==> config.mk <==
export PLATFORM = sky130hd
export DESIGN_NAME = rr_arbiter8
export DESIGN_NICKNAME = d
export VERILOG_FILES = /design/src/rtl/rr_arbiter8.sv
export SDC_FILE = /design/constraint.sdc
export NUM_CORES = 1
export LEC_CHECK = 0
export CORE_UTILIZATION = 40
export DETAILED_ROUTE_END_ITERATION = 7
export HOLD_SLACK_MARGIN = 0.12
export PLACE_DENSITY_LB_ADDON = 0.12
export SLEW_MARGIN = 20
export SYNTH_ARGS = -nofsm -noshare
export SYNTH_HDL_FRONTEND = slang
export SYNTH_SLANG_ARGS = --single-unit
==> constraint.sdc <==
create_clock -name clk -period 6.9 [get_ports clk]
set_input_delay 0.69 -clock clk [delete_from_list [all_inputs] [get_ports clk]]
set_output_delay 0.69 -clock clk [all_outputs]
set_load 0.02 [all_outputs]
==> src/rtl/rr_arbiter8.sv <==
// Round-robin arbiter for one shared resource across 8 requesters, registered one-hot grant plus index.
// Latency 1 edge request-to-grant; the owner keeps the grant until it releases, En drops or MAX_HOLD expires.
module rr_arbiter8 #(
  parameter int MAX_HOLD = 16
) (
  input  logic       clk,
  input  logic       rst,
  input  logic       En,
  input  logic [7:0] req,
  output logic [7:0] gnt,
  output logic [2:0] gnt_idx,
  output logic       gnt_vld,
  output logic       timeout
);

  if (MAX_HOLD < 0 || MAX_HOLD > 255) begin : g_bad_max_hold
    $error("rr_arbiter8: MAX_HOLD must be in 0..255");
  end

  typedef enum logic {IDLE, GRANT} state_t;

  localparam logic [7:0] HOLD_LIM = 8'(MAX_HOLD);
  localparam bit         HOLD_EN  = (MAX_HOLD != 0);

  state_t     state;
  logic [2:0] ptr;
  logic [7:0] hold_cnt;
  logic       win_found;
  logic [2:0] win_idx;
  logic       hold_expire;

  // First requester at or after ptr, wrapping; ptr itself has highest priority.
  always_comb begin
    win_found = 1'b0;
    win_idx   = ptr;
    for (int k = 0; k < 8; k++) begin
      if (!win_found && req[ptr + 3'(k)]) begin
        win_found = 1'b1;
        win_idx   = ptr + 3'(k);
      end
    end
  end

  assign hold_expire = HOLD_EN && (hold_cnt == HOLD_LIM);

  always_ff @(posedge clk) begin
    if (rst) begin
      gnt      <= 8'h00;
      gnt_idx  <= 3'd0;
      gnt_vld  <= 1'b0;
      timeout  <= 1'b0;
      ptr      <= 3'd0;
      hold_cnt <= 8'd0;
      state    <= IDLE;
    end else begin
      timeout <= 1'b0;
      case (state)
        IDLE: begin
          if (En && win_found) begin
            gnt      <= 8'b1 << win_idx;
            gnt_idx  <= win_idx;
            gnt_vld  <= 1'b1;
            hold_cnt <= 8'd1;
            state    <= GRANT;
          end
        end
        GRANT: begin
          // Release is checked before the hold limit so a voluntary drop never pulses timeout.
          if (!En || !req[gnt_idx]) begin
            gnt     <= 8'h00;
            gnt_vld <= 1'b0;
            ptr     <= gnt_idx + 3'd1;
            state   <= IDLE;
          end else if (hold_expire) begin
            gnt     <= 8'h00;
            gnt_vld <= 1'b0;
            timeout <= 1'b1;
            ptr     <= gnt_idx + 3'd1;
            state   <= IDLE;
          end else if (hold_cnt != 8'hFF) begin
            hold_cnt <= hold_cnt + 8'd1;
          end
        end
      endcase
    end
  end

endmodule

---- Yosys cells after proc, flatten, opt, wreduce, memory -nomap -nowiden ----
Cells that the tools add are included.
storage, ports and cells
  word-level logic and storage cells ...... 111
  input bits .............................. 11
  memory bits (writable) .................. 0
  register bits ........................... 25
  memories kept ........................... 0
  bits in read-only memories .............. 0
  bits in latches ......................... 0
  output and inout bits ................... 13
cells by class
  muxes and demuxes ....................... 53
  bitwise operators ....................... 1
  $mul .................................... 0
  eq/ne operators ......................... 7
  div/mod/pow operators ................... 0
  reductions and logical operators ........ 24
  add/sub/neg operators ................... 9
  order comparisons ....................... 9
  shift-type cells ........................ 1
operator list
  cell                   count
  $mux W8                7
  $lt A3 B4 Y1 const B   9
  $pmux W8 S2            2
  $bmux W1 S3            9
  $mux W3                9
  $mux W1                24
  $add A3 B3 Y3 const B  4
  $logic_not A1 Y1       9
  $add A8 B1 Y8 const B  1
  $eq A8 B5 Y1 const B   1
  $logic_and A1 B1 Y1    8
  $ne A8 B8 Y1 const B   1
  $shl A1 B3 Y8 const A  1
  $add A3 B1 Y3 const B  2
  $add A3 B2 Y3 const B  2
  $ne A2 B2 Y1 const B   3
  $reduce_and A2 Y1      3
  $pmux W1 S2            2
  $reduce_and A4 Y1      1
  $ne A3 B1 Y1 const B   1
  $reduce_or A3 Y1       1
  $ne A2 B1 Y1 const B   1
  $reduce_bool A2 Y1     1
  $logic_or A1 B1 Y1     1
  $not A1 Y1             1

---- Logic depth before layout (Yosys ltp) ----
  depth in word-level cells ............... 27
  mapped depth ............................ 12
  gate-level depth less buffers ........... 9

---- Worst setup path after synthesis ----
Ideal clock, no wire load.
  path kind ............................... register to register
  start ................................... register ptr[1]
  end ..................................... register hold_cnt[4]
  stages on the path, launching flop included .. 12
  setup time .............................. 59 ps
  arrival time ............................ 3801 ps
  buffers on the path ..................... 2
  setup slack ............................. 3040 ps
  clock period less this slack ............ 3860 ps
  data required time ...................... 6841 ps
  cells stage by stage .................... dfxtp_1 -> clkbuf_1 -> inv_1 -> ha_1 -> buf_6 -> mux4_2 -> mux4_2 -> or4_4 -> o21ai_4 -> nand2b_4 -> or4_1 -> nand2_1
on the way
  longest elaborated chain between the ends .. 27
  elaborated cells between the ends (all ways) .. 48
  those cells by class .................... add/sub (7); eq/ne (1); mux (24); reduce/logical (16)
ends and longest elaborated chain
  what                                                    line  RTL
  from (decl)                                             26    logic [2:0] ptr;
  from (signal assigned)                                  72    ptr <= gnt_idx + 3'd1;
  from (signal assigned)                                  78    ptr <= gnt_idx + 3'd1;
  branches (longest 23 deep; another with $add A3 B1 Y3)  --
  $mux W1 *                                               37    if (!win_found && req[ptr + 3'(k)]) begin
  $logic_and A1 B1 Y1 *                                   59    if (En && win_found) begin
  $ne A2 B2 Y1 (no source line) *                         --
  $reduce_and A4 Y1 (no source line) *                    --
  to (signal assigned)                                    81    hold_cnt <= hold_cnt + 8'd1;
  to (decl)                                               27    logic [7:0] hold_cnt;
Every way passes the cells marked *. The select of a mux whose other input is x is not followed.
A chain may end at the register's enable or synchronous reset.

---- Worst setup path in the final report ----
  start ................................... register ptr[0]
  end ..................................... register gnt[3]
on the way
  longest elaborated chain between the ends .. 27
  elaborated cells between the ends (all ways) .. 58
  those cells by class .................... add/sub (7); eq/ne (1); shift (1); mux (33); reduce/logical (16)
ends and longest elaborated chain
  what                                                    line  RTL
  branches (longest 27 deep; another with $add A3 B1 Y3)  --
  to (signal assigned)                                    60    gnt <= 8'b1 << win_idx;
  to (decl)                                               10    output logic [7:0] gnt,
Several ways; the timed one is not identified. The select of a mux whose other input is x is not followed.

==> results.sh <==
export IMPL_outcome="completed"
export IMPL_rsz0062_at_grt="no"
export IMPL_seqPwrFrac_pct=37.6
export IMPL_final_cell_mix="dfxtp_1 (25), clkdlybuf4s50_1 (23), nor2_1 (16)"
export IMPL_fin_tns_setup_ns=0
export IMPL_cts_tree="built"
export IMPL_synth_area_leaders="dfxtp_1 (25%), mux4_2 (16%), a32o_1 (4.0%)"
export IMPL_syn_area_per_cell_um2=9.45
export IMPL_cts_sinks=25
export IMPL_whs_ns=0.470
export IMPL_p_per_area_nw_per_um2=193
export IMPL_startpoint_type="register"
export IMPL_worstSkewPairLatency_ns=0.27
export IMPL_intPower_w=0.000280
export IMPL_die_h_um=72.4
export IMPL_critPathSlowestCell="dfxtp_1"
export IMPL_htree_levels=1
export IMPL_core_rowCount=25
export IMPL_cp_required_ns=7.11
export IMPL_maxCapViolations=0
export IMPL_yosys_area_top_type="dfxtp_1"
export IMPL_finalCriticalPeriod_ns=4.49
export IMPL_cp_end_kind="register"
export IMPL_worst_slew_pin_slew_ns=0.821
export IMPL_finClkSkew_ns=0.00330
export IMPL_combPwrFrac_pct=42.5
export IMPL_fin_crit_sh_pct=65.0
export IMPL_crit_family="multiplexers"
export IMPL_clock_path_buffers=2
export IMPL_grt_pass1_vias=1612
export IMPL_syn_nets=226
export IMPL_maxSlewViolCount=0
export IMPL_vias=1804
export IMPL_path_clk_slew_ns=0.09
export IMPL_core_area_um2=4750
export IMPL_min_path_type="reg2reg"
export IMPL_max_freq_ghz=0.223
export IMPL_crit_chain="inv_1, ha_1, mux4_1, mux4_2, nor4_2, a221oi_1, xnor2_1, nor3b_1, a32o_1"
export IMPL_ir_drop_mv=0.124
export IMPL_cts_resized=0
export IMPL_port_buffers=23
export IMPL_diodes=0
export IMPL_area_growth_syn_to_layout_pct=16.1
export IMPL_worst_path_largest_cell_delay_ns=0.70
export IMPL_async_reset_ff_share_pct=0
export IMPL_ios=24
export IMPL_drc=0
export IMPL_switching_share_pct=37.0
export IMPL_final_common_cell="dfxtp_1"
export IMPL_ys_ff_latch=25
export IMPL_arrival_ns=4.70
export IMPL_dieArea_um2=5250
export IMPL_yosysWarnings=0
export IMPL_synthDistinctLibCells=51
export IMPL_maxUsedRoutingLayer="met4"
export IMPL_wl_met1_um=2370
export IMPL_wl_per_cell_um=16.1
export IMPL_max_slew_margin_rel_pct=45.0
export IMPL_final_nets=246
export IMPL_ctsHoldBuffers=0
export IMPL_die_w_um=72.4
export IMPL_wl_um=4770
export IMPL_synthesis_instances=210
export IMPL_gp_congestion=0.865
export IMPL_start_util_pct=41.7
export IMPL_grt_antenna_before_repair=0
export IMPL_cts_buffers=3
export IMPL_hpwlAfterDp_um=3600
export IMPL_synth_main_ff_cell="dfxtp_1"
export IMPL_cp_buffers_inverters=1
export IMPL_ys_seq_area_share_pct=25.2
export IMPL_grt_pass1_wl_um=8070
export IMPL_worstSetupPathType="reg2reg"
export IMPL_power_leakage_nw=0.763
export IMPL_dr_wl_met3_um=209
export IMPL_synth_top_area_share_pct=25.2
export IMPL_vias_per_cell=6.09
export IMPL_hold_violations=0
export IMPL_synth_edf_count=0
export IMPL_synth_area_um2=1980
export IMPL_clockPowerShare_pct=19.9
export IMPL_gr_total_overflow=0
export IMPL_drive_gt1_share_pct=13.5
export IMPL_drt_iter0_markers=127
export IMPL_power_switching_w=0.000164
export IMPL_drtAntennaViolNets=0
export IMPL_postCtsSetupRepairBufs=0
export IMPL_wl_met2_um=2160
export IMPL_first_pass_iters=4
export IMPL_path_max_fanout=13
export IMPL_cts_root_buf="clkbuf_8"
export IMPL_track_usage_pct=19.6
export IMPL_grt_max_degree=17
export IMPL_setup_viol=0
[cell families after synthesis]
family | count (synthesis) | share of synthesized area, %
adder cells (fa/ha/maj) | 5 | 3.15
AO/OA/AOI/OAI | 57 | 21.4
XOR/XNOR | 8 | 3.53
AND/OR/NAND/NOR | 73 | 20.1
multiplexers | 26 | 23.1
buffers and inverters | 16 | 3.53
flip-flops | 25 | 25.2
[final timing paths]
check | start | to | slack, ns | cells after the start
worst min register to register | gnt[0] | gnt[0] | 0.47 | 1
worst max register to register | ptr[0] | gnt[3] | 2.41 | 9
worst max-delay path | ptr[0] | gnt[3] | 2.41 | 9
worst min-delay path | gnt[0] | gnt[0] | 0.47 | 1
[Yosys cell counts (6+ instances only)]
master,instances
nand2_1,13
dfxtp_1,25
a21oi_1,11
mux2i_1,6
a211oi_1,7
inv_1,8
nand3_1,13
xnor2_1,7
mux4_2,14
a32o_1,8
nor2_1,16
[power groups by stage]
| stage | registers [W] | logic [W] | clock network, W |
|---|---|---|---|
| 2_1_floorplan | 0.000171 | 0.000137 | 0 |
| 6_report | 0.000167 | 0.000189 | 0.0000883 |
| 3_5_place_dp | 0.000171 | 0.000187 | 0 |
| 4_1_cts | 0.000167 | 0.000188 | 0.0000908 |
| 5_1_grt | 0.000170 | 0.000206 | 0.0000974 |
| 3_3_place_gp | 0.000171 | 0.000190 | 0 |
[through the flow]
step / std cells / cell area, um2 / worst slack, ns / power [W] / util, %
after global placement: 292 / 2260 / 2.39 / 0.000361 / 47.5
after CTS: 296 / 2300 / 2.38 / 0.000446 / 48.4
after global routing: 296 / 2300 / 1.99 / 0.000473 / 48.4
after floorplan: 210 / 1980 / 3.04 / 0.000308 / -
final: 296 / 2300 / 2.41 / 0.000445 / 48.4
after detailed placement: 292 / 2260 / 2.42 / 0.000358 / 47.5
[layout make-up]
type,instances,area [um2]
Clock buffer,4,45.0
Inverter,8,30.0
Tap cell,67,83.8
Fill cell,483,2450
Timing Repair Buffer,23,230
Sequential cell,25,500
Multi-Input combinational cell,169,1410
[sequential cells by signal, indices dropped and copies added, names as in the netlist]
register	count
gnt_idx	3
gnt	8
ptr	3
hold_cnt	8
timeout	1
gnt_vld	1
state	1
[routing by layer]
layer | vias up | GRT usage (%)
met4 | 0 | 5.01
met2 | 57 | 29.1
met5 | - | 0
li1 | 868 | -
met1 | 875 | 29.6
met3 | 4 | 2.92
No activity file was read; power rests on OpenSTA's default activity.
